===== src/rtl/refill_pkg.sv =====
`default_nettype none
// +----------------------------------------------------------------------------+
// | Module : refill_pkg                                                        |
// | Brief  : Shared state encoding and sizing helper for the refill engine.    |
// | Rev    : 1.0                                                               |
// +----------------------------------------------------------------------------+
package refill_pkg;

  typedef enum logic [1:0] {
    IDLE  = 2'd0,
    FETCH = 2'd1,
    DONE  = 2'd2
  } refill_state_t;

  function automatic int beats(input int block_size);
    return 1 << block_size;
  endfunction

endpackage
`default_nettype wire


===== src/rtl/refill_controller_if.sv =====
`default_nettype none
// +----------------------------------------------------------------------------+
// | Module : refill_controller_if                                              |
// | Brief  : Cache-side, memory-side and line-fill signals of the refill engine.|
// | Rev    : 1.0                                                               |
// +----------------------------------------------------------------------------+
interface refill_controller_if
  import refill_pkg::*;
#(
  parameter int DATA_WIDTH    = 32,
  parameter int ADDRESS_WIDTH = 30,
  parameter int BLOCK_SIZE    = 3
);
  localparam int BEATS = beats(BLOCK_SIZE);

  logic                                miss;
  logic [ADDRESS_WIDTH-1:0]            miss_address;
  logic                                stall;
  logic                                mem_req;
  logic [ADDRESS_WIDTH-1:0]            mem_address;
  logic                                mem_ack;
  logic [DATA_WIDTH-1:0]               mem_rdata;
  logic                                line_valid;
  logic [ADDRESS_WIDTH-BLOCK_SIZE-1:0] line_address;
  logic [DATA_WIDTH*BEATS-1:0]         line_data;
  logic                                crit_valid;

  // master: the cache/memory environment; slave: the refill controller
  modport master (
    output miss, miss_address, mem_ack, mem_rdata,
    input  stall, mem_req, mem_address, line_valid, line_address, line_data, crit_valid
  );

  modport slave (
    input  miss, miss_address, mem_ack, mem_rdata,
    output stall, mem_req, mem_address, line_valid, line_address, line_data, crit_valid
  );

endinterface
`default_nettype wire


===== src/rtl/refill_line_buffer.sv =====
`default_nettype none
// +----------------------------------------------------------------------------+
// | Module : refill_line_buffer                                                |
// | Brief  : Word-addressable line assembly buffer with synchronous clear.     |
// | Rev    : 1.0                                                               |
// +----------------------------------------------------------------------------+
module refill_line_buffer #(
  parameter int DATA_WIDTH = 32,
  parameter int BEATS      = 8,
  parameter int IDX_WIDTH  = 3
) (
  input  logic                        clk,
  input  logic                        clr_i,
  input  logic                        we_i,
  input  logic [IDX_WIDTH-1:0]        idx_i,
  input  logic [DATA_WIDTH-1:0]       wdata_i,
  output logic [DATA_WIDTH*BEATS-1:0] line_data_o
);

  logic [DATA_WIDTH-1:0] words_q [BEATS];

  always_ff @(posedge clk) begin
    if (clr_i) begin
      for (int i = 0; i < BEATS; i++) begin
        words_q[i] <= '0;
      end
    end else if (we_i) begin
      words_q[idx_i] <= wdata_i;
    end
  end

  for (genvar g = 0; g < BEATS; g++) begin : g_flat
    assign line_data_o[g*DATA_WIDTH +: DATA_WIDTH] = words_q[g];
  end

endmodule
`default_nettype wire


===== src/rtl/refill_controller.sv =====
`default_nettype none
// +----------------------------------------------------------------------------+
// | Module : refill_controller                                                 |
// | Brief  : Multi-beat cache block refill engine; optional critical-word-first|
// |          ordering enabled by macro REFILL_CRITICAL_WORD_FIRST_EN.          |
// | Rev    : 1.0                                                               |
// +----------------------------------------------------------------------------+
module refill_controller
  import refill_pkg::*;
#(
  parameter int DATA_WIDTH    = 32,
  parameter int ADDRESS_WIDTH = 30,
  parameter int BLOCK_SIZE    = 3
) (
  input logic               clk,
  input logic               rst,
  refill_controller_if.slave bus
);

  localparam int BEATS  = beats(BLOCK_SIZE);
  localparam int BASE_W = ADDRESS_WIDTH - BLOCK_SIZE;

  refill_state_t         state_q;
  logic [BLOCK_SIZE-1:0] beat_q;
  logic [BLOCK_SIZE-1:0] last_q;
  logic [BASE_W-1:0]     base_q;
  logic [BASE_W-1:0]     line_address_q;
  logic                  mem_req_q;
  logic                  line_valid_q;
  logic [BLOCK_SIZE-1:0] w_start;
  logic                  w_beat_we;

`ifdef REFILL_CRITICAL_WORD_FIRST_EN
  logic first_q;
  assign w_start        = bus.miss_address[BLOCK_SIZE-1:0];
  assign bus.crit_valid = (state_q == FETCH) & bus.mem_ack & first_q;
`else
  logic unused_offset;
  assign w_start        = '0;
  assign unused_offset  = ^bus.miss_address[BLOCK_SIZE-1:0];
  assign bus.crit_valid = 1'b0;
`endif

  assign w_beat_we        = (state_q == FETCH) & bus.mem_ack;
  assign bus.stall        = bus.miss | (state_q != IDLE);
  assign bus.mem_req      = mem_req_q;
  assign bus.mem_address  = {base_q, beat_q};
  assign bus.line_valid   = line_valid_q;
  assign bus.line_address = line_address_q;

  always_ff @(posedge clk) begin
    if (rst) begin
      state_q        <= IDLE;
      beat_q         <= '0;
      last_q         <= '0;
      base_q         <= '0;
      line_address_q <= '0;
      mem_req_q      <= 1'b0;
      line_valid_q   <= 1'b0;
`ifdef REFILL_CRITICAL_WORD_FIRST_EN
      first_q        <= 1'b0;
`endif
    end else begin
      line_valid_q <= 1'b0;
      unique case (state_q)
        IDLE: begin
          if (bus.miss) begin
            base_q    <= bus.miss_address[ADDRESS_WIDTH-1:BLOCK_SIZE];
            beat_q    <= w_start;
            // Final beat is the one just before the start offset, wrapping
            last_q    <= w_start - BLOCK_SIZE'(1);
            mem_req_q <= 1'b1;
            state_q   <= FETCH;
`ifdef REFILL_CRITICAL_WORD_FIRST_EN
            first_q   <= 1'b1;
`endif
          end
        end
        FETCH: begin
          if (bus.mem_ack) begin
`ifdef REFILL_CRITICAL_WORD_FIRST_EN
            first_q <= 1'b0;
`endif
            if (beat_q == last_q) begin
              mem_req_q      <= 1'b0;
              line_valid_q   <= 1'b1;
              line_address_q <= base_q;
              state_q        <= DONE;
            end else begin
              beat_q <= beat_q + BLOCK_SIZE'(1);
            end
          end
        end
        DONE:    state_q <= IDLE;
        default: state_q <= IDLE;
      endcase
    end
  end

  refill_line_buffer #(
    .DATA_WIDTH (DATA_WIDTH),
    .BEATS      (BEATS),
    .IDX_WIDTH  (BLOCK_SIZE)
  ) u_line_buffer (
    .clk         (clk),
    .clr_i       (rst),
    .we_i        (w_beat_we),
    .idx_i       (beat_q),
    .wdata_i     (bus.mem_rdata),
    .line_data_o (bus.line_data)
  );

endmodule
`default_nettype wire


===== src/flat_wrapper.sv =====
// flat-port wrapper written by rule: the top's interface ports become plain ports
module refill_controller_flat import refill_pkg::*;
#(
  parameter int DATA_WIDTH    = 32,
  parameter int ADDRESS_WIDTH = 30,
  parameter int BLOCK_SIZE    = 3
)
  (clk, rst, bus_miss, bus_miss_address, bus_mem_ack, bus_mem_rdata, bus_stall, bus_mem_req, bus_mem_address, bus_line_valid, bus_line_address, bus_line_data, bus_crit_valid);
  refill_controller_if #(.DATA_WIDTH(DATA_WIDTH), .ADDRESS_WIDTH(ADDRESS_WIDTH), .BLOCK_SIZE(BLOCK_SIZE)) bus_i ();
  input logic clk;
  input logic rst;
  input wire logic [$bits(bus_i.miss)-1:0] bus_miss;
  input wire logic [$bits(bus_i.miss_address)-1:0] bus_miss_address;
  input wire logic [$bits(bus_i.mem_ack)-1:0] bus_mem_ack;
  input wire logic [$bits(bus_i.mem_rdata)-1:0] bus_mem_rdata;
  output wire logic [$bits(bus_i.stall)-1:0] bus_stall;
  output wire logic [$bits(bus_i.mem_req)-1:0] bus_mem_req;
  output wire logic [$bits(bus_i.mem_address)-1:0] bus_mem_address;
  output wire logic [$bits(bus_i.line_valid)-1:0] bus_line_valid;
  output wire logic [$bits(bus_i.line_address)-1:0] bus_line_address;
  output wire logic [$bits(bus_i.line_data)-1:0] bus_line_data;
  output wire logic [$bits(bus_i.crit_valid)-1:0] bus_crit_valid;
  assign bus_i.miss = bus_miss;
  assign bus_i.miss_address = bus_miss_address;
  assign bus_i.mem_ack = bus_mem_ack;
  assign bus_i.mem_rdata = bus_mem_rdata;
  assign bus_stall = bus_i.stall;
  assign bus_mem_req = bus_i.mem_req;
  assign bus_mem_address = bus_i.mem_address;
  assign bus_line_valid = bus_i.line_valid;
  assign bus_line_address = bus_i.line_address;
  assign bus_line_data = bus_i.line_data;
  assign bus_crit_valid = bus_i.crit_valid;
  refill_controller #(.DATA_WIDTH(DATA_WIDTH), .ADDRESS_WIDTH(ADDRESS_WIDTH), .BLOCK_SIZE(BLOCK_SIZE)) u_core (.clk(clk), .rst(rst), .bus(bus_i));
endmodule

===== config.mk =====
export PLATFORM = sky130hd
export DESIGN_NAME = refill_controller_flat
export DESIGN_NICKNAME = d
export VERILOG_FILES = /design/src/rtl/refill_pkg.sv /design/src/rtl/refill_controller_if.sv /design/src/rtl/refill_line_buffer.sv /design/src/rtl/refill_controller.sv /design/src/flat_wrapper.sv
export SDC_FILE = /design/constraint.sdc
export NUM_CORES = 1
export LEC_CHECK = 0
export BUFFER_PORTS_ARGS = -buffer_cell sky130_fd_sc_hd__buf_2
export CELL_PAD_IN_SITES_DETAIL_PLACEMENT = 1
export CELL_PAD_IN_SITES_GLOBAL_PLACEMENT = 1
export CORE_AREA = 2 2 223 159
export CTS_BUF_LIST = sky130_fd_sc_hd__clkbuf_2
export DETAILED_ROUTE_END_ITERATION = 7
export DIE_AREA = 0 0 225 161
export GPL_TIMING_DRIVEN = 0
export PLACE_DENSITY = 0.7
export SYNTH_ARGS = -nofsm -noshare
export SYNTH_HDL_FRONTEND = slang
export SYNTH_SLANG_ARGS = --single-unit
export TNS_END_PERCENT = 1

===== constraint.sdc =====
create_clock -name clk -period 2.7 [get_ports clk]
set_input_delay 0 -clock clk [delete_from_list [all_inputs] [get_ports clk]]
set_output_delay 0 -clock clk [all_outputs]
set_load 0.02 [all_outputs]

==> impl_metrics.py, run 1 <==
metrics = {
    "die": {
        "fp.dieW_um": 225,
        "initial_utilization_pct": 34.5,
        "fp-row-count": 57,
        "dieHeight_um": 161,
        "dieArea_mm2": 0.0362,
        "core_mm2": 0.0342,
        "io_pins": 383,
    },
    "sta": {
        "period_share_pct": 97.2,
        "max_freq_mhz": 381,
        "final.setup.tns_ns": 0,
        "slew_headroom_pct": 57.2,
        "hold_violations": 0,
        "clock_skew_ns": 0.0639,
        "finalMaxSlewViolations": 0,
        "setup_viol": 0,
        "period_needed_ns": 2.62,
        "worst_slew_pin_slew_ns": 0.642,
        "rsz0062_at_grt": "yes",
    },
    "clock_tree": {
        "clock-sinks": 318,
        "clk_latency_ns": 0.97,
        "htreeDepth": 3,
        "clk_path_buf_depth": 3,
        "clkTransAtPathRegs_ns": 0.11,
        "cts_made_buffers": 82,
        "cts-root-buf": "clkbuf_2",
        "cts_tree": "built",
    },
    "synth": {
        "synth_ff_type": "edfxtp_1",
        "yosys_warnings": 0,
        "synth.distinct_cells": 36,
        "yosys.area_share.simple_pct": 18.1,
        "ys_seq_area_share_pct": 75.8,
        "synth_mux_area_share_pct": 2.38,
        "synth_async_sr_flop_share_pct": 0,
        "syn_nets": 876,
        "netlist_instances": 809,
        "syn_area_per_cell_um2": 14.6,
        "synth_area_mm2": 0.0118,
        "ys_ff_latch": 318,
        "synth_compound_area_share_pct": 1.73,
        "synth-adder-area-share_pct": 0.106,
        "yosys.area_share.xor_xnor_pct": 0,
        "synth-edff-count": 256,
        "synth_top_family_by_area": "simple AND/OR/NAND/NOR gates",
    },
    "power": {
        "leakage_nw": 7.41,
        "swShare_pct": 28.4,
        "ir_worst_vdd_v": 0.000393,
        "combPwrFrac_pct": 10.9,
        "clockPowerShare_pct": 34.9,
        "internal_power_mw": 7.31,
        "p_sw_mw": 2.89,
        "p_per_area_mw_per_mm2": 603,
        "pwr-share-seq_pct": 54.2,
    },
    "critical_path": {
        "reg2reg_from": "u_core.state_q[0]$_SDFFE_PP0P_",
        "startpoint": "u_core.state_q[0]$_SDFFE_PP0P_",
        "crit_path_end_kind": "flop",
        "crit_required_ns": 3.26,
        "r2r_end": "u_core.u_line_buffer.words_q[2][0]$_SDFFCE_PN0P_",
        "cp-start-kind": "flop",
        "path_cells": "buf_2, and3b_1, nand2_1, nor2_2, or2_4",
        "worstSetupPathType": "reg2reg",
        "cp_top_family": "simple AND/OR/NAND/NOR gates",
        "path_buf_inv": 1,
        "critical_path_arrival_ns": 3.19,
        "rr_worst_depth": 5,
        "rrSetupSlack_ns": 0.08,
        "slowest_delay_ns": 0.64,
        "path_max_fanout": 32,
        "crit_path_top_delay_cell": "or2_4",
    },
    "grt": {
        "globalRouteOverflowTotal": 0,
        "antenna_found_initial": 2,
        "grt_pass1_vias": 10100,
        "grt_use_met1_pct": 29.9,
        "grtUsageMet3_pct": 7.95,
        "grtUsageTotal_pct": 24.3,
        "grtUsageMet2_pct": 39.7,
        "grt_pass1_wl_mm": 64.3,
        "grt_max_degree": 33,
        "grt_busiest_layer": "met2",
    },
    "finish": {
        "nFillCells": 3688,
        "layout_common_cells": "buf_2 (380), and2_1 (257), edfxtp_1 (256)",
        "utilization_pct": 49.5,
        "seq_area_mm2": 0.00893,
        "syn_to_final_growth_pct": 43.5,
        "layout_commonest_cell": "buf_2",
        "layout-drive-gt1-share_pct": 35.2,
        "nets": 1523,
        "multi_input_area_mm2": 0.00269,
    },
    "outcome": {
        "status": "finished, final reports clean",
    },
    "placed_design": {
        "dp_hpwl_mm": 25.2,
        "gp_congestion": 0.788,
        "numPortBuffers": 377,
    },
    "routing": {
        "vias": 9251,
        "drt_iter0_markers": 420,
        "ant_nets": 0,
        "viasPerCell": 4.73,
        "drc": 0,
        "wl_per_cell_um": 22.6,
        "first_pass_iters": 5,
        "wirelength_mm": 44.1,
    },
    "worst_hold_path": {
        "min_path_cells": 5,
        "hold_path_startpoint": "bus_mem_ack",
        "hp-class": "in2reg",
        "holdPathEnd": "u_core.beat_q[1]$_SDFFE_PP0P_",
    },
    "flow_run": {
        "drv_cap": 0,
    },
}
==> synthesized netlist by cell type, types with 7 or more instances <==
library cell	instances	area share, %
and2_1	257	14
edfxtp_1	256	65
dfxtp_1	62	11
nand2_1	60	1.9
nor2_1	37	1.2
clkbuf_1	36	1.1
a21oi_1	28	1.2
mux2i_1	28	2.4
or2_2	8	0.42
nor3_1	7	0.30
==> routing by layer <==
layer	vias to the layer above	wire [um]	part of all wire (%)
met1	4614	18500	42
met3	102	3330	7.5
met5	-	0	0
li1	4118	-	-
met2	417	20800	47
met4	0	1550	3.5
==> power by group through the flow <==
stage | logic, mW | registers, mW | clock network [mW]
after floorplan | 0.198 | 5.87 | 0
after global placement | 0.840 | 5.63 | 0
after detailed placement | 0.851 | 5.64 | 0
after CTS | 1.08 | 5.52 | 3.60
after global routing | 1.18 | 5.55 | 3.90
final | 1.11 | 5.53 | 3.56
==> stage by stage <==
step                hold WS, ns  instance area, um2  power [mW]  setup slack [ns]  cells
floorplan                 0.136               11800        6.06             0.651    809
global placement          0.241               14200        6.47            -0.819   1628
detailed placement        0.248               14200        6.49            -0.508   1628
CTS                      0.0165               16900        10.2           -0.0232   1952
global route             0.0371               16900        10.6           -0.0501   1954
finish                    0.137               16900        10.2            0.0758   1954
==> layout make-up <==
class                           instances  area share (%)
Antenna cell                            2          0.0296
Buffer                                 44            1.34
Clock buffer                          117            3.46
Clock inverter                         21            1.02
Inverter                                1          0.0222
Multi-Input combinational cell        446            15.9
Sequential cell                       318            52.8
Tap cell                              442            3.27
Timing Repair Buffer                  563            22.2
==> repair_timing <==
| action | 4_1_cts | 5_1_grt |
|---|---|---|
| setup endpoints to repair | 256 | 127 |
| resized for setup | 12 | 17 |
| hold endpoints to repair | 318 | 0 |
| hold buffers | 186 | 0 |
| buffers inserted | 0 | 0 |
| gates cloned | 0 | 0 |
==> tightest hold or removal path, stage by stage <==
cell and delay, ns:
dlygate4sd3_1 0.54, buf_2 0.15, and3b_1 0.23, nand3_1 0.10, a21oi_1 0.06
==> worst max-delay path by stage <==
stage | end | slack (ns) | depth (start not counted)
finish | u_core.u_line_buffer.words_q[2][0]$_SDFFCE_PN0P_ | 0.08 | 5
global route | u_core.base_q[18]$_SDFFE_PP0P_ | -0.05 | 7
CTS | u_core.u_line_buffer.words_q[5][2]$_SDFFCE_PN0P_ | -0.02 | 5
detailed placement | u_core.u_line_buffer.words_q[1][22]$_SDFFCE_PN0P_ | -0.51 | 5
global placement | u_core.u_line_buffer.words_q[0][23]$_SDFFCE_PN0P_ | -0.82 | 5
floorplan | u_core.u_line_buffer.words_q[1][0]$_SDFFCE_PN0P_ | 0.65 | 4
==> cell families (layout without fill, tap and decap cells) <==
| logic type | Yosys count | count (layout) |
|---|---|---|
| other | 1 | 3 |
| adders and majority gates | 1 | 1 |
| and+or+nand+nor | 380 | 380 |
| muxes | 28 | 28 |
| buffers and inverters | 45 | 746 |
| AOI/OAI and AO/OA | 36 | 36 |
| DFF | 318 | 318 |
==> sequential cells by signal (all words and copies together) (netlist names) <==
name / cells
u_core.beat_q: 3
u_core.bus.line_valid: 1
u_core.base_q: 27
u_core.bus.line_address: 27
u_core.u_line_buffer.words_q: 256
u_core.state_q: 2
u_core.last_q: 1
u_core.bus.mem_req: 1
Note: power is estimated with default switching activity, not from simulation.
==> inputs of run 2 (changes only) <==
--- a/config.mk
+++ b/config.mk
@@ -8,13 +8,14 @@
 export BUFFER_PORTS_ARGS = -buffer_cell sky130_fd_sc_hd__buf_2
 export CELL_PAD_IN_SITES_DETAIL_PLACEMENT = 1
 export CELL_PAD_IN_SITES_GLOBAL_PLACEMENT = 1
-export CORE_AREA = 2 2 223 159
+export CORE_AREA = 2 2 225 161
 export CTS_BUF_LIST = sky130_fd_sc_hd__clkbuf_2
 export DETAILED_ROUTE_END_ITERATION = 7
-export DIE_AREA = 0 0 225 161
+export DIE_AREA = 0 0 227 163
 export GPL_TIMING_DRIVEN = 0
 export PLACE_DENSITY = 0.7
 export SYNTH_ARGS = -nofsm -noshare
 export SYNTH_HDL_FRONTEND = slang
+export SYNTH_HIERARCHICAL = 1
 export SYNTH_SLANG_ARGS = --single-unit
 export TNS_END_PERCENT = 1
==> impl_metrics.py, run 2 <==
metrics = {
    "sta": {
        "clock_skew_ns": 0.109,
        "rsz0062_at_grt": "no",
        "slew_headroom_pct": 45.3,
        "fin_hold_ws_ns": 0.151,
        "setup_ws_ns": 0.125,
        "period_needed_ns": 2.57,
        "finalMaxSlewViolations": 0,
        "worst_slew_pin_slew_ns": 0.821,
        "hold_violations": 0,
        "max_freq_mhz": 388,
        "period_share_pct": 95.4,
        "setup_viol": 0,
    },
    "grt": {
        "globalRouteOverflowTotal": 0,
        "grt_max_degree": 33,
        "grtUsageTotal_pct": 26.3,
        "grt_pass1_vias": 11100,
        "grt_pass1_wl_mm": 71.2,
        "antenna_found_initial": 1,
    },
    "synth": {
        "synth_area_leaders": "edfxtp_1 (64%), dfxtp_1 (10%), and3_1 (6.7%)",
        "ys_ff_latch": 318,
        "ys_top_cells_by_count": "edfxtp_1 (256), nor2_1 (134), and3_1 (129)",
        "synth_top_area_share_pct": 63.9,
        "synth_async_sr_flop_share_pct": 0,
        "synth_area_mm2": 0.0120,
        "yosys.area.top_type": "edfxtp_1",
        "yosys_warnings": 6,
        "synth-edff-count": 256,
        "synth_ff_type": "edfxtp_1",
        "syn_area_per_cell_um2": 13.4,
        "synth_most_common_cell": "edfxtp_1",
        "netlist_instances": 896,
        "synth.distinct_cells": 41,
        "ys_seq_area_share_pct": 74.2,
        "syn_nets": 963,
    },
    "die": {
        "fp.dieW_um": 227,
        "core_mm2": 0.0351,
        "dieHeight_um": 163,
        "io_pins": 383,
        "fp-row-count": 58,
        "initial_utilization_pct": 34.2,
        "dieArea_mm2": 0.0370,
    },
    "clock_tree": {
        "cts-root-buf": "clkbuf_2",
        "clkTransAtPathRegs_ns": 0.12,
        "clk_latency_ns": 1.00,
        "cts_made_buffers": 82,
        "cts_tree": "built",
        "clock-sinks": 318,
        "clk_path_buf_depth": 3,
        "htreeDepth": 3,
    },
    "worst_hold_path": {
        "hp-class": "in2reg",
    },
    "finish": {
        "layout_commonest_cell": "buf_2",
        "syn_to_final_growth_pct": 43.1,
        "regMostFlops": "u_core/u_line_buffer/words_q",
        "nets": 1608,
        "layout_common_cells": "buf_2 (396), edfxtp_1 (256), dlygate4sd3_1 (179)",
        "postLayoutCellArea_mm2": 0.0172,
        "layout-drive-gt1-share_pct": 35.1,
        "utilization_pct": 49.0,
        "largest_reg_flops": 256,
    },
    "critical_path": {
        "rrSetupSlack_ns": 0.13,
        "setup.worst_path.end": "u_core/base_q[14]$_SDFFE_PP0P_",
        "startpoint": "u_core/state_q[0]$_SDFFE_PP0P_",
        "reg2reg_from": "u_core/state_q[0]$_SDFFE_PP0P_",
        "cp-start-kind": "flop",
        "crit_required_ns": 3.57,
        "worstSetupPathType": "reg2reg",
        "crit_path_end_kind": "flop",
        "r2r_end": "u_core/base_q[14]$_SDFFE_PP0P_",
        "rr_worst_depth": 7,
        "critical_path_arrival_ns": 3.44,
        "path_max_fanout": 10,
    },
    "power": {
        "p_per_area_mw_per_mm2": 588,
        "leakage_nw": 7.77,
        "ir_worst_vdd_v": 0.000352,
    },
    "routing": {
        "drt_iter0_markers": 689,
        "first_pass_iters": 8,
        "vias": 10200,
        "wl_per_cell_um": 23.9,
        "ant_nets": 0,
        "viasPerCell": 4.91,
        "wirelength_mm": 49.5,
        "drc": 0,
    },
    "placed_design": {
        "place_ws_ns": -0.287,
        "gp_congestion": 0.806,
        "numPortBuffers": 378,
        "dp_hpwl_mm": 30.1,
        "dpl-instance-area_mm2": 0.0147,
    },
    "outcome": {
        "status": "finished, final reports clean",
    },
    "flow_run": {
        "drv_cap": 0,
    },
}
==> run 2: worst max-delay path: stages (launching register included) <==
cell,delay (ns)
dfxtp_2,0.38
nor3b_2,0.30
buf_6,0.19
clkbuf_4,0.21
nand2_1,0.09
dlygate4sd3_1,0.60
a21oi_1,0.16
dlygate4sd3_1,0.58
==> run 2: where the power goes <==
part,total (mW),internal [mW],switching [mW]
sequential,5.55,5.46,0.0873
clock,3.40,1.32,2.08
combinational,1.18,0.446,0.734
total,10.1,7.22,2.91
==> run 2: how the worst min path moves through the flow <==
| stage | from | cells after the start | end | slack, ns |
|---|---|---|---|---|
| after floorplan | bus_miss_address[3] | 2 | u_core/base_q[0]$_SDFFE_PP0P_ | 0.14 |
| after global placement | bus_miss_address[13] | 3 | u_core/base_q[10]$_SDFFE_PP0P_ | 0.24 |
| after detailed placement | bus_miss_address[16] | 3 | u_core/base_q[13]$_SDFFE_PP0P_ | 0.25 |
| after CTS | rst | 4 | u_core/beat_q[2]$_SDFFE_PP0P_ | 0.02 |
| after global routing | rst | 4 | u_core/beat_q[2]$_SDFFE_PP0P_ | 0.02 |
| final | rst | 4 | u_core/beat_q[2]$_SDFFE_PP0P_ | 0.15 |
==> run 2: metal layers <==
layer / vias up / track usage, % / wire length [um]
li1: 4534 / - / -
met1: 5035 / 29.8 / 19100
met2: 500 / 47.2 / 25100
met3: 100 / 7.61 / 3840
met4: 0 / 9.54 / 1490
met5: - / 0 / 0
==> run 2: final cells by class <==
class                      count  area [um2]
clock buffer                 114         571
fill                        3842       17900
clock inverter                20         145
timing repair buffer         561        3780
antenna                        1        2.50
inverter                       2        7.51
buffer                        72         360
multi-input combinational    504        2820
tap                          480         601
sequential                   318        8930
==> run 2: timing repair <==
| action | in CTS | in global routing |
|---|---|---|
| setup buffers | 0 | 0 |
| gates resized for setup | 4 | 11 |
| pin swaps | 0 | 1 |
| hold buffers | 179 | 0 |
| endpoints found under the setup margin | 128 | 93 |
| hold endpoints to repair | 322 | 0 |
==> run 2: logic make-up (layout without fill, tap and decap cells) <==
| logic type | Yosys count | in the layout | synth area share, % |
|---|---|---|---|
| buf+inv | 74 | 769 | 2.98 |
| mux | 29 | 29 | 2.42 |
| other cells | 1 | 2 | 0.0312 |
| simple gates | 431 | 431 | 18.1 |
| compound gates | 42 | 42 | 2.12 |
| flops | 318 | 318 | 74.2 |
| fa+ha+maj | 1 | 1 | 0.104 |
==> run 2: per-stage QoR <==
| step | total power [mW] | setup TNS (ns) | std cells |
|---|---|---|---|
| 2_1_floorplan | 6.12 | -35.81 | 896 |
| 3_3_place_gp | 6.53 | -237.66 | 1754 |
| 3_5_place_dp | 6.56 | -29.76 | 1758 |
| 4_1_cts | 10.1 | 0 | 2071 |
| 5_1_grt | 10.6 | 0 | 2072 |
| 6_report | 10.1 | 0 | 2072 |
